### src/rtl/lsu_pkg.sv
// Shared encodings and helpers for the load/store sequencer.
package lsu_pkg;

    localparam logic [6:0] OPC_LOAD  = 7'b0000011;
    localparam logic [6:0] OPC_STORE = 7'b0100011;

    typedef enum logic [2:0] {
        F3_B  = 3'b000,
        F3_H  = 3'b001,
        F3_W  = 3'b010,
        F3_BU = 3'b100,
        F3_HU = 3'b101
    } funct3_t;

    typedef enum logic [1:0] {
        IDLE,
        REQ,
        WAIT,
        RESP
    } lsu_state_t;

    // Halves need an even offset, words a zero offset; bytes are always aligned.
    function automatic logic is_aligned(input logic [2:0] funct3, input logic [1:0] offset);
        case (funct3)
            F3_H, F3_HU: is_aligned = ~offset[0];
            F3_W:        is_aligned = (offset == 2'b00);
            default:     is_aligned = 1'b1;
        endcase
    endfunction

endpackage

### src/rtl/lsu_align.sv
// Byte-lane steering: store enables/replication and load extract/extend.
module lsu_align
    import lsu_pkg::*;
(
    input  logic [2:0]  i_funct3,
    input  logic [1:0]  i_offset,
    input  logic [31:0] i_st_data,
    input  logic [31:0] i_rdata,
    output logic [3:0]  o_be,
    output logic [31:0] o_wdata,
    output logic [31:0] o_ld_data
);

    logic [31:0] w_sh;

    assign w_sh = i_rdata >> {i_offset, 3'b000};

    always_comb begin
        o_be      = 4'b0000;
        o_wdata   = 32'h0;
        o_ld_data = 32'h0;
        case (i_funct3)
            F3_B: begin
                o_be      = 4'b0001 << i_offset;
                o_wdata   = {4{i_st_data[7:0]}};
                o_ld_data = {{24{w_sh[7]}}, w_sh[7:0]};
            end
            F3_H: begin
                o_be      = 4'b0011 << i_offset;
                o_wdata   = {2{i_st_data[15:0]}};
                o_ld_data = {{16{w_sh[15]}}, w_sh[15:0]};
            end
            F3_W: begin
                o_be      = 4'b1111;
                o_wdata   = i_st_data;
                o_ld_data = i_rdata;
            end
            F3_BU:   o_ld_data = {24'h0, w_sh[7:0]};
            F3_HU:   o_ld_data = {16'h0, w_sh[15:0]};
            default: o_ld_data = 32'h0;
        endcase
    end

endmodule

### src/rtl/lsu_ctrl.sv
// Load/store sequencer: one memory op at a time, registered outputs, bounded waits.
module lsu_ctrl
    import lsu_pkg::*;
#(
    parameter int ADDR_W  = 32,
    parameter int TIMEOUT = 255
) (
    input  logic              clk,
    input  logic              rst_n,
    input  logic              req_valid,
    output logic              req_ready,
    input  logic [31:0]       req_inst,
    input  logic [ADDR_W-1:0] req_addr,
    input  logic [31:0]       req_wdata,
    output logic              resp_valid,
    output logic [31:0]       resp_data,
    output logic              resp_misalign,
    output logic              resp_err,
    output logic              stall,
    output logic              mem_req,
    output logic              mem_we,
    output logic [ADDR_W-1:0] mem_addr,
    output logic [3:0]        mem_be,
    output logic [31:0]       mem_wdata,
    input  logic              mem_gnt,
    input  logic              mem_rvalid,
    input  logic [31:0]       mem_rdata
);

    lsu_state_t        r_state, w_nxt;
    logic [2:0]        r_f3;
    logic [1:0]        r_off;
    logic [31:0]       r_cnt;
    logic              r_req_ready, r_stall, r_mem_req, r_resp_valid;
    logic              r_mem_we, r_resp_mis, r_resp_err;
    logic [ADDR_W-1:0] r_mem_addr;
    logic [3:0]        r_mem_be;
    logic [31:0]       r_mem_wdata, r_resp_data;

    logic              w_accept, w_cap_rd, w_to_fire, w_to;
    logic              w_is_load, w_is_store, w_mem_op, w_f3_ok, w_legal;
    logic [2:0]        w_f3;
    logic [1:0]        w_off;
    logic [3:0]        w_be;
    logic [31:0]       w_wdata, w_ld;
    logic              w_unused;

    assign w_unused   = ^{req_inst[31:15], req_inst[11:7]};
    assign w_is_load  = (req_inst[6:0] == OPC_LOAD);
    assign w_is_store = (req_inst[6:0] == OPC_STORE);
    assign w_mem_op   = w_is_load | w_is_store;

    always_comb begin
        case (req_inst[14:12])
            F3_B, F3_H, F3_W: w_f3_ok = 1'b1;
            F3_BU, F3_HU:     w_f3_ok = w_is_load;
            default:          w_f3_ok = 1'b0;
        endcase
    end

    assign w_legal = w_f3_ok & is_aligned(req_inst[14:12], req_addr[1:0]);

    // Live request fields steer the lanes at accept; captured fields afterwards.
    assign w_f3  = (r_state == IDLE) ? req_inst[14:12] : r_f3;
    assign w_off = (r_state == IDLE) ? req_addr[1:0]   : r_off;

    lsu_align u_align (
        .i_funct3  (w_f3),
        .i_offset  (w_off),
        .i_st_data (req_wdata),
        .i_rdata   (mem_rdata),
        .o_be      (w_be),
        .o_wdata   (w_wdata),
        .o_ld_data (w_ld)
    );

    assign w_to = (TIMEOUT != 0) && (r_cnt == 32'(TIMEOUT - 1));

    always_ff @(posedge clk or negedge rst_n) begin
        if (!rst_n) r_state <= IDLE;
        else        r_state <= w_nxt;
    end

    always_comb begin
        w_nxt     = r_state;
        w_accept  = 1'b0;
        w_cap_rd  = 1'b0;
        w_to_fire = 1'b0;
        case (r_state)
            IDLE: if (req_valid) begin
                w_accept = 1'b1;
                w_nxt    = (w_mem_op && w_legal) ? REQ : RESP;
            end
            REQ: begin
                if (mem_gnt) begin
                    if (r_mem_we) begin
                        w_nxt = RESP;
                    end else if (mem_rvalid) begin
                        w_nxt    = RESP;
                        w_cap_rd = 1'b1;
                    end else begin
                        w_nxt = WAIT;
                    end
                end else if (w_to) begin
                    w_nxt     = RESP;
                    w_to_fire = 1'b1;
                end
            end
            WAIT: begin
                if (mem_rvalid) begin
                    w_nxt    = RESP;
                    w_cap_rd = 1'b1;
                end else if (w_to) begin
                    w_nxt     = RESP;
                    w_to_fire = 1'b1;
                end
            end
            RESP:    w_nxt = IDLE;
            default: w_nxt = IDLE;
        endcase
    end

    always_ff @(posedge clk or negedge rst_n) begin
        if (!rst_n) begin
            r_cnt        <= '0;
            r_f3         <= '0;
            r_off        <= '0;
            r_req_ready  <= 1'b1;
            r_stall      <= 1'b0;
            r_mem_req    <= 1'b0;
            r_resp_valid <= 1'b0;
            r_mem_we     <= 1'b0;
            r_mem_addr   <= '0;
            r_mem_be     <= '0;
            r_mem_wdata  <= '0;
            r_resp_data  <= '0;
            r_resp_mis   <= 1'b0;
            r_resp_err   <= 1'b0;
        end else begin
            r_req_ready  <= (w_nxt == IDLE);
            r_stall      <= (w_nxt != IDLE);
            r_mem_req    <= (w_nxt == REQ);
            r_resp_valid <= (w_nxt == RESP);

            if (w_nxt != r_state && (w_nxt == REQ || w_nxt == WAIT))
                r_cnt <= '0;
            else if (r_state == REQ || r_state == WAIT)
                r_cnt <= r_cnt + 32'd1;

            if (w_accept) begin
                r_f3        <= req_inst[14:12];
                r_off       <= req_addr[1:0];
                r_resp_data <= '0;
                r_resp_err  <= 1'b0;
                r_resp_mis  <= w_mem_op & ~w_legal;
                if (w_mem_op && w_legal) begin
                    r_mem_we    <= w_is_store;
                    r_mem_addr  <= {req_addr[ADDR_W-1:2], 2'b00};
                    r_mem_be    <= w_is_store ? w_be : 4'b0000;
                    r_mem_wdata <= w_is_store ? w_wdata : 32'h0;
                end
            end
            if (w_cap_rd)  r_resp_data <= w_ld;
            if (w_to_fire) r_resp_err  <= 1'b1;
            // Response fields are only meaningful alongside resp_valid.
            if (r_state == RESP) begin
                r_resp_data <= '0;
                r_resp_mis  <= 1'b0;
                r_resp_err  <= 1'b0;
            end
        end
    end

    assign req_ready     = r_req_ready;
    assign stall         = r_stall;
    assign mem_req       = r_mem_req;
    assign mem_we        = r_mem_we;
    assign mem_addr      = r_mem_addr;
    assign mem_be        = r_mem_be;
    assign mem_wdata     = r_mem_wdata;
    assign resp_valid    = r_resp_valid;
    assign resp_data     = r_resp_data;
    assign resp_misalign = r_resp_mis;
    assign resp_err      = r_resp_err;

endmodule
### config.mk
export PLATFORM = sky130hd
export DESIGN_NAME = lsu_ctrl
export DESIGN_NICKNAME = d
export VERILOG_FILES = /design/src/rtl/lsu_pkg.sv /design/src/rtl/lsu_align.sv /design/src/rtl/lsu_ctrl.sv
export SDC_FILE = /design/constraint.sdc
export NUM_CORES = 1
export LEC_CHECK = 0
export ABC_AREA = 1
export CAP_MARGIN = 20
export CORE_ASPECT_RATIO = 1.75
export CORE_UTILIZATION = 30
export CTS_BUF_LIST = sky130_fd_sc_hd__clkbuf_4
export CTS_CLUSTER_DIAMETER = 40
export CTS_CLUSTER_SIZE = 30
export DETAILED_ROUTE_END_ITERATION = 16
export PLACE_DENSITY = 0.68
export SLEW_MARGIN = 20
export SYNTH_ARGS = -nofsm -noshare
export SYNTH_HDL_FRONTEND = slang
export SYNTH_SLANG_ARGS = --single-unit
export TNS_END_PERCENT = 50
### constraint.sdc
create_clock -name clk -period 2.6 [get_ports clk]
set_clock_uncertainty 0.2 [all_clocks]
set_input_delay 0.52 -clock clk [delete_from_list [all_inputs] [get_ports clk]]
set_output_delay 0.52 -clock clk [all_outputs]
set_load 0.1 [all_outputs]
==> impl_metrics.py, run 1 <==
metrics = {
    "detailed_routing": {
        "drt_drc_violations_left": 0,
        "drt_iter0_drc": 414,
        "vias_per_cell": 4.72,
        "vias": 7021,
        "drt-wirelength-per-cell_um": 15.3,
        "detail_route.wirelength_mm": 22.7,
        "detail-route-antenna-nets": 0,
        "detailedRoute.firstPassIterationCount": 4,
    },
    "synthesis": {
        "asyncSetResetFlopFracSynth": 1.00,
        "synthDominantCellAreaShare": 0.482,
        "most_frequent_cell_after_synthesis": "sky130_fd_sc_hd__nand2_1",
        "syn_area_mm2": 0.00743,
        "netlist.top_cell.by_area": "sky130_fd_sc_hd__dfrtp_1",
        "synth-edff-count": 0,
        "netlist_instances": 916,
        "synth.top_cells.by_count": "sky130_fd_sc_hd__nand2_1 (279), sky130_fd_sc_hd__dfrtp_1 (143), sky130_fd_sc_hd__inv_1 (81), sky130_fd_sc_hd__a21oi_1 (71), sky130_fd_sc_hd__o21ai_0 (50)",
        "ys_dominant_reg_cell": "sky130_fd_sc_hd__dfrtp_1",
        "yosysWarnings": 0,
        "post_synth_num_cell_types": 47,
        "register_bit_count_reported_by_yosys": 144,
        "synth.area.top_cells": "sky130_fd_sc_hd__dfrtp_1 (48%), sky130_fd_sc_hd__nand2_1 (14%), sky130_fd_sc_hd__a21oi_1 (4.8%), sky130_fd_sc_hd__inv_1 (4.1%), sky130_fd_sc_hd__o21ai_0 (3.4%)",
        "sequential_area_share_after_synthesis": 0.485,
        "synthesis.area_per_instance_um2": 8.11,
    },
    "clock_tree": {
        "clkSlewWorstSetupHoldPaths_ns": 0.13,
        "clock_path_buffers": 2,
        "worstSkewPairLatency_ns": 0.55,
        "numClockSinks": 144,
        "tritoncts": "built",
        "ctsRootBufferMaster": "sky130_fd_sc_hd__clkbuf_4",
        "tritoncts.num_buffers": 17,
        "htreeDepth": 4,
    },
    "worst_setup_path": {
        "timing.critical_path.required_ns": 2.87,
        "critical_path_fanouts_max": 32,
        "worst-endpoint-arrival_ns": 2.61,
        "setup_crit_start": "r_cnt[0]",
        "reg2reg_from": "r_cnt[0]",
        "startpoint_type": "flop",
        "worst_setup_path_end_kind": "flop",
        "crit_type": "flop to flop",
    },
    "power_and_ir_drop": {
        "pwr_density_cell_mw_per_mm2": 988,
        "internal_power_w": 0.00513,
        "peak_supply_drop_mv": 0.556,
        "pwr-share-seq": 0.259,
        "comb_pwr_share": 0.598,
        "power.static_leakage_nw": 5.05,
        "total_switching_power_w": 0.00514,
        "power_switching_share": 0.500,
        "proportion_of_power_drawn_by_the_clock_network": 0.143,
    },
    "finish": {
        "num-fill-cells": 2362,
        "post_route_cells_drive_above_1_share": 0.196,
        "postLayoutCellArea_mm2": 0.0104,
        "final_nets": 1307,
        "layout-area-overhead-vs-synth_pct": 40.0,
    },
    "timing": {
        "final.period_utilization": 0.900,
        "hold_ws_ns": 0.277,
        "setup-violations-final": 0,
        "timing.max_slew.rel_slack": 0.645,
        "worst_pin_slew_ns": 0.532,
        "fmax_mhz": 428,
        "final.min_clock_period_ns": 2.34,
        "timing_max_transition_violations_final": 0,
        "rsz0062_at_grt": "false",
        "finalHoldViolations": 0,
    },
    "run": {
        "cap_violations": 0,
    },
    "floorplan": {
        "die_area_mm2": 0.0254,
        "pin_count": 240,
        "die_w_um": 121,
        "fp.dieH_um": 210,
        "core_mm2": 0.0241,
        "floorplan.rows": 75,
        "initial_core_util": 0.308,
    },
    "global_route": {
        "grt_antenna_before_repair": 5,
        "grt_max_degree": 53,
        "global_route.usage.total": 0.180,
        "first_global_vias": 6998,
        "total_global_routing_overflow": 0,
        "grt_pass1_wl_mm": 35.6,
    },
    "run_status": {
        "outcome": "finished, final reports clean",
    },
    "min_path": {
        "hold_path.class": "primary input to asynchronous set/reset pin",
    },
    "place": {
        "last_weighted_congestion_value_of_the_routability_driven_placer": 0.857,
        "postPlaceCellArea_mm2": 0.0101,
        "dp_hpwl_mm": 17.2,
        "port-buffer-count": 215,
    },
}
metal layers:
metal | part of all wire | global-route usage | vias up | wire length, um
met2 | 0.53 | 0.331 | 196 | 12100
met4 | 0.041 | 0.0979 | 2 | 929
li1 | - | - | 3489 | -
met3 | 0.056 | 0.0400 | 50 | 1270
met1 | 0.37 | 0.187 | 3284 | 8410
met5 | 0.00053 | 0 | - | 12
final cells by class:
cell class	instances	area, um^2	area share
diodes	4	10.0	0.000963
well taps	308	385	0.0371
clock inverters	13	146	0.0141
multi-input cells	646	3330	0.321
inverters	87	327	0.0314
flip-flops and latches	144	3600	0.347
clock buffers	18	135	0.0130
repair buffers	268	2450	0.236
power by group through the flow:
stage	registers (W)	clock network, W	logic, W
3_5_place_dp	0.00270	0	0.00607
6_report	0.00266	0.00147	0.00614
3_3_place_gp	0.00269	0	0.00603
5_1_grt	0.00269	0.00163	0.00659
4_1_cts	0.00266	0.00153	0.00609
2_1_floorplan	0.00403	0	0.00268
cells by family (layout without fill, tap and decap cells):
| logic type | Yosys count | count (layout) | synth area share |
|---|---|---|---|
| xor+xnor | 29 | 29 | 0.0342 |
| other cells | 1 | 6 | 0.000505 |
| compound gates | 188 | 188 | 0.145 |
| simple gates | 416 | 416 | 0.246 |
| fa+ha+maj | 10 | 10 | 0.0168 |
| flops | 144 | 144 | 0.485 |
| mux | 1 | 1 | 0.00152 |
| buf+inv | 127 | 386 | 0.0708 |
state kept, by name, summed over array words and instances (netlist names), 2 cells and up:
| signal | cells |
|---|---|
| r_off | 2 |
| mem_addr | 30 |
| r_f3 | 3 |
| r_cnt | 32 |
| mem_be | 4 |
| resp_data | 32 |
| r_state | 2 |
| mem_wdata | 32 |
through the flow:
stage                     std cells  setup slack, ns   util  setup TNS (ns)  total power, W
after floorplan                 917           0.0695      -               0         0.00672
after global placement         1452           -0.141  0.417           -7.75         0.00873
after detailed placement       1452           -0.194  0.417          -10.71         0.00877
after CTS                      1484           0.0111  0.429               0          0.0103
after global routing           1488          0.00457  0.431               0          0.0109
final                          1488            0.261  0.431               0          0.0103
what timing repair did:
item / 4_1_cts / 5_1_grt
hold endpoints to repair: 49 / 0
endpoints found under the setup margin: 0 / 73
hold buffers: 1 / 0
buffers inserted: 0 / 0
resized for setup: 0 / 8
final timing paths:
path,depth (start not counted),slack (ns),endpoint
worst max-delay path,14,0.26,r_cnt[8]
worst min-delay path,2,0.28,mem_wdata[9]
worst max register to register,14,0.26,r_cnt[8]
worst min register to register,2,0.29,resp_data[10]
max in group asynchronous,3,1.21,req_ready
min in group clk,3,0.28,mem_addr[31]
worst max-delay path, cell delays in order (launching register included):
cell and delay [ns]:
sky130_fd_sc_hd__dfrtp_1 0.42, sky130_fd_sc_hd__inv_1 0.08, sky130_fd_sc_hd__ha_1 0.15, sky130_fd_sc_hd__nand2_1 0.05, sky130_fd_sc_hd__nor2_1 0.07, sky130_fd_sc_hd__nand2_1 0.06
sky130_fd_sc_hd__nor2_2 0.12, sky130_fd_sc_hd__nand2_2 0.10, sky130_fd_sc_hd__nand3_1 0.08, sky130_fd_sc_hd__nand2_1 0.06, sky130_fd_sc_hd__nand3_1 0.10, sky130_fd_sc_hd__o21ai_1 0.10
sky130_fd_sc_hd__ha_1 0.32, sky130_fd_sc_hd__buf_12 0.18, sky130_fd_sc_hd__a21oi_1 0.16
placed cells by master (no fill, tap or decap), types with 10 or more instances in the layout:
| master | count |
|---|---|
| sky130_fd_sc_hd__nand2_1 | 278 |
| sky130_fd_sc_hd__buf_4 | 144 |
| sky130_fd_sc_hd__dfrtp_1 | 143 |
| sky130_fd_sc_hd__clkdlybuf4s50_1 | 109 |
| sky130_fd_sc_hd__inv_1 | 81 |
| sky130_fd_sc_hd__a21oi_1 | 68 |
| sky130_fd_sc_hd__o21ai_0 | 49 |
| sky130_fd_sc_hd__nand3_1 | 48 |
| sky130_fd_sc_hd__nor2_1 | 43 |
| sky130_fd_sc_hd__o21ai_1 | 26 |
| sky130_fd_sc_hd__xor2_1 | 25 |
| sky130_fd_sc_hd__clkbuf_4 | 18 |
| sky130_fd_sc_hd__buf_12 | 13 |
| sky130_fd_sc_hd__o211ai_1 | 10 |
No activity file was read; power rests on OpenSTA's default activity.
==> inputs of run 2 (changes only) <==
Settings changed: CORE_ASPECT_RATIO 1.75 to default.
==> run 2 against run 1 <==
Compared with the run above:
- power increased by 2.8%
- combinational power increased by 0.8%
- final cell count increased by 1.3%
- final area increased by 0.49%
- clock-buffer cell count decreased by 1
- first-iteration DRC count increased by 33%
- sequential cell count unchanged
- wire length increased by 0.53%
- clock power increased by 16%
- setup slack got worse by 0.087 ns
==> impl_metrics.py, run 2 (same netlist as run 1, synthesis figures left out) <==
metrics = {
    "run_status": {
        "outcome": "finished, final reports clean",
    },
    "floorplan": {
        "die_area_mm2": 0.0254,
        "floorplan.rows": 57,
        "pin_count": 240,
        "fp.dieH_um": 159,
        "initial_core_util": 0.305,
        "die_w_um": 159,
        "core_mm2": 0.0243,
    },
    "timing": {
        "worst_pin_slew_ns": 0.708,
        "finalHoldViolations": 0,
        "fmax_mhz": 412,
        "timing_max_transition_violations_final": 0,
        "final.period_utilization": 0.933,
        "final.min_clock_period_ns": 2.43,
        "timing.max_slew.rel_slack": 0.528,
        "setup-violations-final": 0,
    },
    "global_route": {
        "grt_antenna_before_repair": 1,
        "global_route.usage.total": 0.184,
        "grt_pass1_wl_mm": 37.0,
        "total_global_routing_overflow": 0,
        "grt_max_degree": 67,
        "first_global_vias": 6953,
    },
    "finish": {
        "final_core_util": 0.430,
        "most-common-layout-cells": "sky130_fd_sc_hd__nand2_1 (278), sky130_fd_sc_hd__buf_4 (152), sky130_fd_sc_hd__dfrtp_1 (143)",
        "final_cells": 1507,
        "layout-area-overhead-vs-synth_pct": 40.7,
        "multi_input_comb_area_mm2": 0.00333,
        "post_route_cells_drive_above_1_share": 0.201,
        "final_nets": 1312,
        "num-fill-cells": 2428,
        "seq_area_mm2": 0.00360,
        "layout_commonest_cell": "sky130_fd_sc_hd__nand2_1",
    },
    "clock_tree": {
        "ctsRootBufferMaster": "sky130_fd_sc_hd__clkbuf_4",
        "htreeDepth": 4,
        "worstSkewPairLatency_ns": 0.56,
        "tritoncts.num_buffers": 17,
        "tritoncts": "built",
        "clkSlewWorstSetupHoldPaths_ns": 0.16,
        "clock_path_buffers": 2,
        "numClockSinks": 144,
    },
    "detailed_routing": {
        "detail_route.wirelength_mm": 22.8,
        "vias_per_cell": 4.74,
        "drt_drc_violations_left": 0,
        "detail-route-antenna-nets": 0,
        "drt-wirelength-per-cell_um": 15.2,
        "vias": 7138,
        "detailedRoute.firstPassIterationCount": 5,
        "drt_iter0_drc": 549,
    },
    "worst_setup_path": {
        "worst-endpoint-arrival_ns": 2.73,
        "cp-endpoint": "resp_data[22]",
        "timing.critical_path.required_ns": 2.90,
        "ff2ff_setup_slack_ns": 0.17,
        "rr_worst_depth": 13,
        "reg2reg_from": "r_state[1]",
        "r2r-end": "resp_data[22]",
        "startpoint_type": "flop",
        "worst_setup_path_end_kind": "flop",
        "crit_type": "flop to flop",
        "setup_crit_start": "r_state[1]",
        "critical_path_fanouts_max": 16,
    },
    "place": {
        "port-buffer-count": 215,
        "place.detailed.instances": 1471,
        "dp_hpwl_mm": 16.8,
        "last_weighted_congestion_value_of_the_routability_driven_placer": 0.857,
    },
    "power_and_ir_drop": {
        "power.static_leakage_nw": 5.09,
        "pwr_density_cell_mw_per_mm2": 1010,
        "peak_supply_drop_mv": 0.723,
    },
    "min_path": {
        "hold_path.class": "primary input to asynchronous set/reset pin",
    },
    "run": {
        "cap_violations": 0,
    },
}
## run 2: cell count changes in the layout (fill, tap and decap cells not counted), moves of 3 or more
cell	delta
sky130_fd_sc_hd__buf_4	+8
sky130_fd_sc_hd__inv_6	+5
sky130_fd_sc_hd__inv_8	+5
sky130_fd_sc_hd__buf_12	-4
sky130_fd_sc_hd__clkinv_1	-4
sky130_fd_sc_hd__diode_2	-3
## run 2: area by class of cell
class                           instances  share of cell area
Clock buffer                           17              0.0122
Antenna cell                            1            0.000240
Timing Repair Buffer                  272               0.233
Clock inverter                         15              0.0205
Sequential cell                       144               0.345
Inverter                               87              0.0313
Tap cell                              324              0.0388
Multi-Input combinational cell        647               0.319
## run 2: how the worst min path moves through the flow
stage	slack (ns)	start	to
global placement	0.26	rst_n	mem_wdata[21]
CTS	0.17	rst_n	mem_wdata[21]
floorplan	0.02	rst_n	mem_addr[10]
detailed placement	0.26	rst_n	mem_wdata[21]
finish	0.19	rst_n	mem_wdata[21]
global route	0.20	rst_n	mem_wdata[0]
## run 2: timing repair
action | in CTS | in global routing
setup buffers | 0 | 1
endpoints found under the hold margin | 55 | 0
gates resized for setup | 0 | 5
endpoints found under the setup margin | 0 | 68
hold buffers | 1 | 0
## run 2: stage by stage
step	instance area [um^2]	hold slack (ns)	total power [W]	setup TNS, ns	setup slack (ns)
2_1_floorplan	7430	0.0244	0.00672	0	0.0695
6_report	10400	0.194	0.0106	0	0.174
3_3_place_gp	10100	0.260	0.00873	-9.91	-0.169
5_1_grt	10400	0.202	0.0112	-0.00586	-0.00586
3_5_place_dp	10100	0.257	0.00880	-13.78	-0.218
4_1_cts	10400	0.175	0.0106	0	0.0460
## run 2: power by group
part           leakage, nW  internal (W)  switching (W)
Clock                0.181      0.000722       0.000991
Combinational         2.93       0.00199        0.00420
Sequential            1.98       0.00250       0.000147
Total                 5.09       0.00521        0.00534
## run 2: worst max-delay path, stage by stage (launching register included)
cell and delay (ns):
sky130_fd_sc_hd__dfrtp_1 0.40, sky130_fd_sc_hd__inv_1 0.16, sky130_fd_sc_hd__ha_4 0.19, sky130_fd_sc_hd__buf_4 0.14, sky130_fd_sc_hd__nand2_1 0.08, sky130_fd_sc_hd__nand2_4 0.16
sky130_fd_sc_hd__inv_2 0.12, sky130_fd_sc_hd__nor2_4 0.15, sky130_fd_sc_hd__nand2_1 0.07, sky130_fd_sc_hd__o211ai_1 0.11, sky130_fd_sc_hd__nand2_1 0.14, sky130_fd_sc_hd__nand2_4 0.20
sky130_fd_sc_hd__a21oi_1 0.07, sky130_fd_sc_hd__o21ai_0 0.15
## run 2: routing by layer
layer | vias up | part of all wire | track usage
met5 | - | 0 | 0
met4 | 0 | 0.021 | 0.0651
met3 | 39 | 0.070 | 0.0406
met2 | 263 | 0.47 | 0.293
met1 | 3340 | 0.44 | 0.244
li1 | 3496 | - | -
